File: src/rtl/snake_pkg.sv
// Shared score-display definitions: segment codes, converter states and decimal range helper.
package snake_pkg;

  localparam logic [6:0] SEG_BLANK = 7'h7F;

  typedef enum logic [1:0] {
    CONV_IDLE,
    CONV_LOAD,
    CONV_SHIFT,
    CONV_DONE
  } conv_state_t;

  // Active-low {gfedcba}; non-decimal nibbles cannot occur and show blank.
  function automatic logic [6:0] seg7_encode(input logic [3:0] nib);
    logic [6:0] seg;
    case (nib)
      4'd0:    seg = 7'h40;
      4'd1:    seg = 7'h79;
      4'd2:    seg = 7'h24;
      4'd3:    seg = 7'h30;
      4'd4:    seg = 7'h19;
      4'd5:    seg = 7'h12;
      4'd6:    seg = 7'h02;
      4'd7:    seg = 7'h78;
      4'd8:    seg = 7'h00;
      4'd9:    seg = 7'h10;
      default: seg = SEG_BLANK;
    endcase
    return seg;
  endfunction

  // Largest value representable in the given number of decimal digits.
  function automatic int max_val(input int digits);
    int v;
    v = 1;
    for (int i = 0; i < digits; i++) v = v * 10;
    return v - 1;
  endfunction

endpackage

File: src/rtl/bcd_dabble_seq.sv
// Iterative double-dabble binary-to-BCD converter: one LOAD cycle, OPND_W SHIFT cycles, one DONE cycle.
module bcd_dabble_seq
  import snake_pkg::*;
#(
  parameter int OPND_W = 7,
  parameter int DIGITS = 2
) (
  input  logic                clk,
  input  logic                rst_n,
  input  logic                start,
  input  logic [OPND_W-1:0]   operand,
  output logic                busy,
  output logic                done,
  output logic [4*DIGITS-1:0] bcd
);

  localparam int CNT_W = $clog2(OPND_W + 1);

  conv_state_t        state;
  logic [OPND_W-1:0]  opnd;
  logic [CNT_W-1:0]   cnt;
  logic [4*DIGITS-1:0] adj;

  always_comb begin
    adj = bcd;
    for (int d = 0; d < DIGITS; d++) begin
      if (bcd[4*d +: 4] >= 4'd5) adj[4*d +: 4] = bcd[4*d +: 4] + 4'd3;
    end
  end

  // A new start is accepted in DONE as well, so back-to-back requests lose no cycle.
  always_ff @(posedge clk or negedge rst_n) begin
    if (!rst_n) begin
      state <= CONV_IDLE;
      opnd  <= '0;
      bcd   <= '0;
      cnt   <= '0;
    end else begin
      case (state)
        CONV_IDLE, CONV_DONE: begin
          if (start) begin
            state <= CONV_LOAD;
            opnd  <= operand;
            bcd   <= '0;
            cnt   <= CNT_W'(OPND_W);
          end else begin
            state <= CONV_IDLE;
          end
        end
        CONV_LOAD: state <= CONV_SHIFT;
        CONV_SHIFT: begin
          bcd  <= {adj[4*DIGITS-2:0], opnd[OPND_W-1]};
          opnd <= opnd << 1;
          cnt  <= cnt - CNT_W'(1);
          if (cnt == CNT_W'(1)) state <= CONV_DONE;
        end
        default: state <= CONV_IDLE;
      endcase
    end
  end

  assign busy = (state != CONV_IDLE);
  assign done = (state == CONV_DONE);

endmodule

File: src/rtl/score_hex_display.sv
// Score / high-score seven-segment driver with saturation, record tracking and blink.
// Optional LEADING_ZERO_BLANK_EN blanks digits above the most-significant nonzero digit.
module score_hex_display
  import snake_pkg::*;
#(
  parameter int SCORE_W   = 7,
  parameter int DIGITS    = 2,
  parameter int BLINK_DIV = 12500000
) (
  input  logic                 clk_25MHz,
  input  logic                 reset_n,
  input  logic [SCORE_W-1:0]   score,
  input  logic                 game_over,
  input  logic                 clear_high,
  output logic [7*DIGITS-1:0]  hex_score,
  output logic [7*DIGITS-1:0]  hex_high,
  output logic                 new_record,
  output logic                 busy
);

  localparam int MAX_VAL = max_val(DIGITS);
  localparam int SEG_W   = 7 * DIGITS;
  localparam int BCD_W   = 4 * DIGITS;
  localparam int BLINK_W = $clog2(BLINK_DIV + 1);

  function automatic logic [SEG_W-1:0] encode_digits(input logic [BCD_W-1:0] bcd_val);
    logic [SEG_W-1:0] segs;
`ifdef LEADING_ZERO_BLANK_EN
    logic lead;
    lead = 1'b1;
`endif
    segs = '0;
    for (int d = DIGITS - 1; d >= 0; d--) begin
      segs[7*d +: 7] = seg7_encode(bcd_val[4*d +: 4]);
`ifdef LEADING_ZERO_BLANK_EN
      if (lead && d != 0 && bcd_val[4*d +: 4] == 4'd0) segs[7*d +: 7] = SEG_BLANK;
      else lead = 1'b0;
`endif
    end
    return segs;
  endfunction

  function automatic logic [SCORE_W-1:0] saturate(input logic [SCORE_W-1:0] v);
    if (int'(v) > MAX_VAL) return SCORE_W'(MAX_VAL);
    return v;
  endfunction

  localparam logic [SEG_W-1:0] SEG_ZERO = encode_digits('0);

  logic [SCORE_W-1:0] high_score;
  logic [SCORE_W-1:0] score_last;
  logic [SCORE_W-1:0] operand;
  logic [BCD_W-1:0]   bcd;
  logic [SEG_W-1:0]   hex_score_r;
  logic [SEG_W-1:0]   hex_high_r;
  logic [BLINK_W-1:0] blink_cnt;
  logic               blink_on;
  logic               high_req;
  logic               tgt_high;
  logic               go_q;
  logic               go_rise;
  logic               conv_busy;
  logic               conv_done;
  logic               idle_ok;
  logic               score_pend;
  logic               start;

  // The score request stays pending by construction: score_last only moves when it is served.
  assign idle_ok    = !conv_busy || conv_done;
  assign score_pend = idle_ok && (score != score_last);
  assign start      = idle_ok && (score_pend || high_req);
  assign operand    = saturate(score_pend ? score : high_score);
  assign go_rise    = game_over && !go_q;

  bcd_dabble_seq #(
    .OPND_W (SCORE_W),
    .DIGITS (DIGITS)
  ) u_conv (
    .clk     (clk_25MHz),
    .rst_n   (reset_n),
    .start   (start),
    .operand (operand),
    .busy    (conv_busy),
    .done    (conv_done),
    .bcd     (bcd)
  );

  always_ff @(posedge clk_25MHz or negedge reset_n) begin
    if (!reset_n) begin
      high_score  <= '0;
      score_last  <= '0;
      new_record  <= 1'b0;
      high_req    <= 1'b0;
      tgt_high    <= 1'b0;
      go_q        <= 1'b0;
      hex_score_r <= SEG_ZERO;
      hex_high_r  <= SEG_ZERO;
      blink_cnt   <= BLINK_W'(BLINK_DIV - 1);
      blink_on    <= 1'b1;
    end else begin
      go_q <= game_over;

      if (start) begin
        tgt_high <= !score_pend;
        if (score_pend) score_last <= score;
      end

      if (clear_high) begin
        high_score <= '0;
        new_record <= 1'b0;
      end else if (go_rise) begin
        if (score > high_score) begin
          high_score <= score;
          new_record <= 1'b1;
        end else begin
          new_record <= 1'b0;
        end
      end

      // A fresh high-score update outranks serving the stale one in the same cycle.
      high_req <= (high_req && !(start && !score_pend)) || clear_high ||
                  (go_rise && (score > high_score));

      if (conv_done) begin
        if (tgt_high) hex_high_r  <= encode_digits(bcd);
        else          hex_score_r <= encode_digits(bcd);
      end

      if (blink_cnt == '0) begin
        blink_cnt <= BLINK_W'(BLINK_DIV - 1);
        blink_on  <= !blink_on;
      end else begin
        blink_cnt <= blink_cnt - BLINK_W'(1);
      end
    end
  end

  assign hex_score = hex_score_r;
  assign hex_high  = (new_record && !blink_on) ? {DIGITS{SEG_BLANK}} : hex_high_r;
  assign busy      = conv_busy;

endmodule

File: config.mk
export PLATFORM = sky130hd
export DESIGN_NAME = score_hex_display
export DESIGN_NICKNAME = d
export VERILOG_FILES = /design/src/rtl/snake_pkg.sv /design/src/rtl/bcd_dabble_seq.sv /design/src/rtl/score_hex_display.sv
export SDC_FILE = /design/constraint.sdc
export NUM_CORES = 1
export LEC_CHECK = 0
export CAP_MARGIN = 20
export CORE_ASPECT_RATIO = 0.6
export CORE_MARGIN = 2
export CORE_UTILIZATION = 53
export CTS_CLUSTER_SIZE = 25
export DETAILED_ROUTE_END_ITERATION = 6
export PLACE_DENSITY = 0.77
export SLEW_MARGIN = 10
export SYNTH_ARGS = -nofsm -noshare
export SYNTH_HDL_FRONTEND = slang
export SYNTH_SLANG_ARGS = --single-unit
export TNS_END_PERCENT = 30
File: constraint.sdc
create_clock -name clk_25MHz -period 2.4 [get_ports clk_25MHz]
set_clock_uncertainty 0.05 [all_clocks]
set_input_delay 0.48 -clock clk_25MHz [delete_from_list [all_inputs] [get_ports clk_25MHz]]
set_output_delay 0.48 -clock clk_25MHz [all_outputs]
set_load 0.03 [all_outputs]
After elaboration in Yosys (flattened, before gate mapping)
Memories as Yosys holds them, arrays and structs flattened. A register that Yosys moved wholly into a read port is not among the register bits.
Index checks and enable logic that the tools add are counted.
{ "totals": {"elab_cells": 87, "regBits": 63, "memories": 4, "inputBits": 11, "output_inout_bits": 30, "mem_bits_ro": 448} }
{ "classes": {"n_eq_ne": 7, "mux": 23, "bitwise_logic": 1, "reduce_logical": 32, "addsub": 4, "n_lt_le_gt_ge": 4} }
{ "memory_table": {"columns": ["name", "words", "word_bits", "rd", "rd_ports_with_merged_regs", "write_ports", "line", "source"], "rows": [
  ["(name not given)", 16, 7, 1, 1, 0, "snake_pkg.sv:16", "case (nib)"],
  ["(name not given)", 16, 7, 1, 1, 0, "snake_pkg.sv:16", null],
  ["(name not given)", 16, 7, 1, 1, 0, "snake_pkg.sv:16", null],
  ["(name not given)", 16, 7, 1, 1, 0, "snake_pkg.sv:16", null]
]} }
{ "ops": {"columns": ["operator", "n"], "rows": [
  ["2-to-1 mux 7 bit", 7],
  ["zero test 24 bit", 1],
  ["2-to-1 mux 24 bit", 1],
  ["subtractor 24 x 1 -> 24 bit (second input constant)", 1],
  ["case mux 8 bit (2 select lines)", 1],
  ["2-to-1 mux 14 bit", 1],
  ["case mux 7 bit (2 select lines)", 1],
  ["AND reduction 2 bit", 5],
  ["zero test 1 bit", 9],
  ["greater-or-equal comparator 4 x 3 -> 1 bit (second input constant)", 2],
  ["2-to-1 mux 8 bit", 1],
  ["nonzero test 2 bit", 4],
  ["greater-than comparator 7 bit", 1],
  ["greater-than comparator 7 bit (second input constant)", 1],
  ["logical AND 1 bit", 7],
  ["inequality test 7 bit", 1],
  ["2-to-1 mux 3 bit", 2],
  ["case mux 2 bit (3 select lines)", 1],
  ["case mux 3 bit (2 select lines)", 1],
  ["2-to-1 mux 1 bit", 5],
  ["adder 4 x 2 -> 4 bit (second input constant)", 1],
  ["equality test 2 bit (second input constant)", 2],
  ["logical OR 1 bit", 4],
  ["2-to-1 mux 4 bit", 1],
  ["10 further kinds", 10]
]} }

Depth between registers and ports, before layout
{ "depth": {"depth_word": 11, "depth_mapped": 9, "ltp_nobuf": 7} }

By module
Synthesis repeated with hierarchy kept, for this count alone.
{ "hier_totals": {"cells_unflattened": 513, "hier_area_um2": 5011.1} }
{ "modules_own_cells": {"columns": ["mod", "cells_each", "area_each_um2", "instances", "seq_area_each_um2"], "rows": [
  ["score_hex_display", 399, 3841.2, 1, 1803.0],
  ["bcd_dabble_seq", 114, 1169.9, 1, 500.5]
]} }

Worst setup path after synthesis
No wires, ideal clock.
{ "synth_timing": {"path_type": "register to register", "start": "register blink_cnt[5]", "end": "register blink_cnt[17]", "setup_ns": 0.071, "period_less_slack_ns": 2.303, "required_ns": 2.279, "arrival_time_ns": 2.182, "path_stages_with_launch": 7, "slack_ns": 0.097, "path_buffers": 1, "cell_sequence": "dfrtp_1 > or4_4 > or2_4 > or4_1 > buf_2 > or3_1 > nand3_1"} }
{ "synth_between": {"elab_chain_cells": 2, "word_cells_on_any_way": 3, "cone_classes": "add/sub (1); mux (1); reduce/logical (1)"} }
{ "synth_lines": {"columns": ["element", "line", "source"], "rows": [
  ["start, declared", "score_hex_display.sv:56", "logic [BLINK_W-1:0] blink_cnt;"],
  ["start signal, assigned", "score_hex_display.sv:98", "blink_cnt <= BLINK_W'(BLINK_DIV - 1);"],
  ["start signal, assigned", "score_hex_display.sv:130", "blink_cnt <= BLINK_W'(BLINK_DIV - 1);"],
  ["start signal, assigned", "score_hex_display.sv:133", "blink_cnt <= blink_cnt - BLINK_W'(1);"],
  ["subtractor 24 x 1 -> 24 bit or zero test 24 bit (tied branches)", "score_hex_display.sv:133, score_hex_display.sv:129", null],
  ["2-to-1 mux 24 bit (*)", "score_hex_display.sv:129", "if (blink_cnt == '0) begin"]
]} }
Mark *: on every way between the ends. The rest lies on a longest branch, timed or not.
A chain may end at the register's enable or synchronous reset.

Worst setup path after layout
{ "layout_timing": {"start": "input score[4]", "end": "register high_score[4]"} }
{ "layout_between": {"elab_chain_cells": 3, "word_cells_on_any_way": 6, "cone_classes": "order compare (1); mux (3); reduce/logical (2)"} }
{ "layout_lines": {"columns": ["element", "line", "source"], "rows": [
  ["start, declared", "score_hex_display.sv:12", "input logic [SCORE_W-1:0] score,"],
  ["greater-than comparator 7 bit or 2-to-1 mux 7 bit (tied branches)", "score_hex_display.sv:112", "if (score > high_score) begin"],
  ["nonzero test 2 bit (no source line) or 2-to-1 mux 7 bit (tied branches)", null, null],
  ["AND reduction 2 bit (no source line) or 2-to-1 mux 7 bit (tied branches)", null, null],
  ["end signal, assigned", "score_hex_display.sv:113", "high_score <= score;"],
  ["end, declared", "score_hex_display.sv:50", "logic [SCORE_W-1:0] high_score;"]
]} }
Several ways; a longest one is shown, not always the timed one. The select of a mux whose other input is x is not followed.

==> flow_metrics.env <==
export IMPL_ios=41
export IMPL_seq_area_um2=2300
export IMPL_setup_violations=0
export IMPL_p_int_mw=3.52
export IMPL_cts_buffers=9
export IMPL_final_max_slew_viol_count=0
export IMPL_portBuffers=40
export IMPL_drcViolationCount=0
export IMPL_start_util=0.558
export IMPL_ant_nets=0
export IMPL_drt_wirelength_per_cell_um=15.5
export IMPL_cp_endpoint="high_score[4]"
export IMPL_die_y_um=78.1
export IMPL_multi_input_area_um2=2370
export IMPL_final_nets=609
export IMPL_regToRegStartpoint="blink_cnt[6]"
export IMPL_antenna_cells=0
export IMPL_num_rows=26
export IMPL_syn_inst=515
export IMPL_routed_wl_mm=10.7
export IMPL_leakage_nw=2.62
export IMPL_cts_reportedPaths_clkPinSlew_ns=0.06
export IMPL_finalCriticalPeriod_ns=2.27
export IMPL_crit_start="score[4]"
export IMPL_clock_sinks=91
export IMPL_seqPwrFrac=0.358
export IMPL_p_sw_frac=0.381
export IMPL_insertion_delay_ns=0.35
export IMPL_synth_edf_count=0
export IMPL_place_congestion=0.926
export IMPL_finalSetupTns_ns=0
export IMPL_layout_common_cells="70 x nand2_1, 70 x dfrtp_1, 52 x o21ai_0"
export IMPL_met2_wirelength_mm=4.83
export IMPL_synth_avg_cell_area_um2=9.42
export IMPL_yosysSeqAreaShare=0.475
export IMPL_worst_pin_slew_ns=0.803
export IMPL_drtPass1Iterations=5
export IMPL_regToRegSetupSlack_ns=0.14
export IMPL_first_global_vias=3872
export IMPL_drv_cap=0
export IMPL_dpl_cell_count=676
export IMPL_grt_pass1_wl_mm=18.6
export IMPL_power_switching_mw=2.16
export IMPL_dieWidth_um=128
export IMPL_cp_max_fo=7
export IMPL_worstPathRequired_ns=2.61
export IMPL_grt_usage=0.237
export IMPL_hold_viol=0
export IMPL_area_growth_synth_to_final_pct=20.5
export IMPL_wl_met3_um=409
export IMPL_setup_worst_path_class="in2reg"
export IMPL_cp_start_kind="primary input"
export IMPL_layout_drive_gt1_share=0.155
export IMPL_grt_start_max_net_pins=44
export IMPL_ff2ff_path_depth=6
export IMPL_via_per_inst=5.61
export IMPL_fin_crit_sh=0.944
export IMPL_num_vias=3880
export IMPL_peakVddDrop_v=0.000686
export IMPL_drt_met1_wl_mm=5.31
export IMPL_synth_nets=549
export IMPL_cp_data_arrival_time_ns=2.48
export IMPL_outcome="completed"
export IMPL_yosysWarnings=0
export IMPL_rr_endpoint="blink_cnt[21]"
export IMPL_drt_initial_drc_count=285
export IMPL_post_cts_buffers=0
export IMPL_max_freq_mhz=441
export IMPL_ctsHoldBuffers=0
export IMPL_stdcell_count=692
export IMPL_slew_headroom=0.463
export IMPL_fill_cells=685
export IMPL_syn_cell_area_um2=4850
export IMPL_ctsHtreeMaxLevel=3
export IMPL_cts_tree="yes"
export IMPL_antenna_found_initial=0
export IMPL_p_clk_frac=0.241
export IMPL_power_density_nw_per_um2=973
export IMPL_yosysUniqueCellTypes=56
export IMPL_root_buffer="clkbuf_16"
export IMPL_comb_power_share=0.401
export IMPL_dp_hpwl_mm=7.70
export IMPL_top_layer="met4"
export IMPL_gr_total_overflow=0
export IMPL_die_area_um2=9960
export IMPL_synth_seq_cells=91
export IMPL_hp_class="in2async"
export IMPL_cp_end_kind="flip-flop"
export IMPL_synth_async_reset_ratio=1.00
export IMPL_clock_path_buffers=2
export IMPL_synth_top_flop_cell="dfrtp_1"
export IMPL_core_area_um2=8690
[sequential cells by signal, summed over array words and instances (netlist names)]
register	flops
blink_cnt	24
go_q	1
score_last	7
new_record	1
u_conv.opnd	7
u_conv.bcd	8
u_conv.cnt	3
blink_on	1
high_req	1
hex_score	14
u_conv.state	2
hex_high_r	14
high_score	7
tgt_high	1
[how the worst min path moves through the flow]
stage | startpoint | end
2_1_floorplan | reset_n | blink_cnt[14]
3_3_place_gp | blink_cnt[0] | blink_cnt[0]
3_5_place_dp | blink_cnt[0] | blink_cnt[0]
4_1_cts | reset_n | score_last[2]
5_1_grt | reset_n | high_score[6]
6_report | reset_n | score_last[3]
[cells by family (layout without fill, tap and decap cells)]
logic type | count (synthesis) | after routing | synth area share
AO/OA/AOI/OAI | 125 | 125 | 0.160
XOR/XNOR | 22 | 22 | 0.0397
adder cells (fa/ha/maj) | 23 | 23 | 0.0593
buffers and inverters | 52 | 117 | 0.0405
flip-flops | 91 | 91 | 0.475
multiplexers | 17 | 17 | 0.0369
AND/OR/NAND/NOR | 185 | 185 | 0.189
[power by group through the flow]
stage | logic [mW] | clock network, mW | registers (mW)
global route | 2.56 | 1.46 | 2.07
floorplan | 1.45 | 0 | 2.09
global placement | 2.23 | 0 | 2.04
detailed placement | 2.31 | 0 | 2.06
finish | 2.28 | 1.37 | 2.03
CTS | 2.28 | 1.39 | 2.03
[synth_stat cells, types with 9 or more instances]
library cell	n	area (um^2)
clkbuf_1	22	82.6
o21ai_0	52	260
inv_1	28	105
nand2_1	70	263
dfrtp_1	70	1750
xor2_1	13	114
mux2i_1	10	100
nor3_1	10	50.1
ha_1	23	288
xnor2_1	9	78.8
nand3_1	12	60.1
dfstp_2	21	552
a21oi_1	24	120
nor2_1	27	101
nand2b_1	33	206
[per-stage QoR]
stage	cell area, um^2	power (mW)	utilization	setup WS, ns	hold slack [ns]
floorplan	4850	3.54	-	0.0970	0.134
global placement	5560	4.27	0.641	-0.0990	0.384
detailed placement	5560	4.36	0.641	-0.142	0.397
CTS	5830	5.70	0.672	0.0796	0.0995
global route	5840	6.09	0.673	-0.00107	0.111
finish	5840	5.68	0.673	0.134	0.0698
[area by class of cell]
type | instances | area share
Clock buffer | 11 | 0.0433
Multi-Input combinational cell | 372 | 0.405
Clock inverter | 5 | 0.00600
Inverter | 28 | 0.0180
Sequential cell | 91 | 0.394
Tap cell | 112 | 0.0240
Timing Repair Buffer | 73 | 0.110
[routing by layer]
metal  vias to the layer above  global-route usage
met2                        80               0.370
met4                         0              0.0725
met1                      1874               0.330
met3                        17              0.0579
met5                         -                   0
li1                       1909                   -
[timing repair]
action / 4_1_cts / 5_1_grt
cloned: 0 / 0
gates resized for setup: 14 / 2
endpoints found under the setup margin: 14 / 8
[critical path, stage by stage]
cell and delay [ns]:
clkdlybuf4s50_1 0.58, ha_1 0.22, a21o_1 0.14, a21oi_1 0.09
buf_4 0.15, a221oi_2 0.26, buf_4 0.21, buf_4 0.14
mux2i_1 0.20
Power figures use the tool's default switching activity.
==> patch (config.mk and constraints unchanged) <==
The 4 states of `conv_state_t` get a one-hot encoding in 4 bits.
--- a/src/rtl/snake_pkg.sv
+++ b/src/rtl/snake_pkg.sv
@@ -5,7 +5,7 @@
 
-  typedef enum logic [1:0] {
-    CONV_IDLE,
-    CONV_LOAD,
-    CONV_SHIFT,
-    CONV_DONE
+  typedef enum logic [3:0] {
+    CONV_IDLE  = 4'b0001,
+    CONV_LOAD  = 4'b0010,
+    CONV_SHIFT = 4'b0100,
+    CONV_DONE  = 4'b1000
   } conv_state_t;
Function: same outputs for any inputs over 10 cycles, from zero or initial values and one cycle with reset_n low; not proved beyond that.
==> patch against the unedited design <==
Setup slack better by 0.068 ns. Combinational power is 48% lower. Cell count is 3.2% lower. Power is 19% lower. Sequential cell count is 2 higher. Sequential share of layout area is 0.86 points higher. Design area hardly changed. Wire length is 3.5% lower. First-iteration DRC count is 13% higher. Synthesized area is 1.4% higher. Register-to-register slack better by 0.12 ns. Largest power group is now sequential cells. Highest routed layer unchanged.
==> patch: results <==
set metrics [dict create \
    grt_usage_pct 22.80 \
    layout-drive-gt1-share_pct 16.79 \
    p_leak_nw 2.657 \
    cts.htree.levels 3 \
    met1_length_um 5106 \
    die_x_um 128.4 \
    fin_hold_ws_ns 0.03112 \
    crit_fanout 14 \
    dpl-instance-area_um2 5557 \
    outcome "complete, no violations" \
    final.setup.tns_ns 0 \
    synth_cell_types 57 \
    nets 580 \
    worst_pin_slew_ns 0.4337 \
    wl_per_cell_um 15.44 \
    r2r-start "blink_cnt[0]" \
    reg2reg_to "blink_cnt[14]" \
    synth_area_leaders "dfrtp_1 (36%), dfstp_2 (12%), ha_1 (5.1%)" \
    met2_length_um 4555 \
    met3_length_um 542 \
    r2r_slack_ns 0.26 \
    worstHoldPathType "input port to asynchronous set/reset pin" \
    clock-root-buffer "clkbuf_16" \
    grt_pass1_wl_um 17860 \
    hpwl_um 7600 \
    crit_path_top_delay_cell "dfstp_2" \
    vias_per_cell 5.528 \
    synth-seq-area-share_pct 47.85 \
    synth_fp_nets 524 \
    reg2regPathDepth 7 \
    drt_iter0_markers 321 \
    max_stage_delay_ns 0.55 \
    clockBufferDepth 2 \
    ys_top_cells_by_count "dfrtp_1 (71), nand2_1 (61), nor2_1 (35)" \
    grt_start_max_net_pins 42 \
    path_class "flip-flop to output port" \
    yosysWarnings 0 \
    largest_register "blink_cnt" \
    ir_drop_v 0.0004315 \
    place.gp.congestion 0.9501 \
    first_global_vias 3679 \
]
[patch: power by group]
part           switching [mW]  internal, mW  total (mW)
logic                   0.668         0.523        1.19
clock network           0.616         0.823        1.44
registers               0.188          1.78        1.97
total                    1.47          3.13        4.60
[patch: layer usage]
layer,track usage (%),vias to the layer above
met4,6.484,0
met5,0,-
met1,32.56,1780
met3,6.135,16
met2,34.31,90
li1,-,1818
[patch: metrics by stage]
| step | std cells | util, % | setup WS, ns |
|---|---|---|---|
| 2_1_floorplan | 493 | - | 0.3421 |
| 3_3_place_gp | 654 | 61.15 | -0.03541 |
| 3_5_place_dp | 654 | 61.15 | -0.1053 |
| 4_1_cts | 670 | 64.33 | 0.1702 |
| 5_1_grt | 670 | 64.33 | 0.1010 |
| 6_report | 670 | 64.33 | 0.2013 |
[patch: worst reg2reg max path, stage by stage (launching register included)]
cell	delay (ns)
dfstp_2	0.38
inv_1	0.05
ha_1	0.20
or4b_1	0.62
nor2b_1	0.38
nand3_1	0.15
nor3_1	0.16
a21o_1	0.10
[patch: repair_timing]
| action | CTS | global route |
|---|---|---|
| setup endpoints to repair | 14 | 0 |
| resized for setup | 14 | 0 |
| setup buffers | 0 | 0 |
[patch: kinds of logic after synthesis]
family,after synthesis,share of synthesized area (%)
AO/OA/AOI/OAI,86,11.72
AND/OR/NAND/NOR,198,20.21
buffers and inverters,40,3.788
flip-flops,93,47.85
multiplexers,30,6.560
adder cells (fa/ha/maj),20,5.085
XOR/XNOR,26,4.780
[patch: worst max path at each step]
stage | startpoint | endpoint | slack, ns | cells past startpoint
floorplan | score[1] | high_score[0] | 0.34 | 6
global placement | score[5] | new_record | -0.04 | 8
detailed placement | score[0] | high_score[3] | -0.11 | 9
CTS | blink_on | hex_high[6] | 0.17 | 4
global route | score[1] | high_score[3] | 0.10 | 8
finish | blink_on | hex_high[6] | 0.20 | 4
[patch: area by class of cell]
type	instances	area [um2]
timing repair buffer	66	588.1
tap	116	145.1
clock buffer	9	225.2
sequential	93	2355
multi-input combinational	360	2380
fill	726	3242
inverter	19	71.32
clock inverter	7	81.33
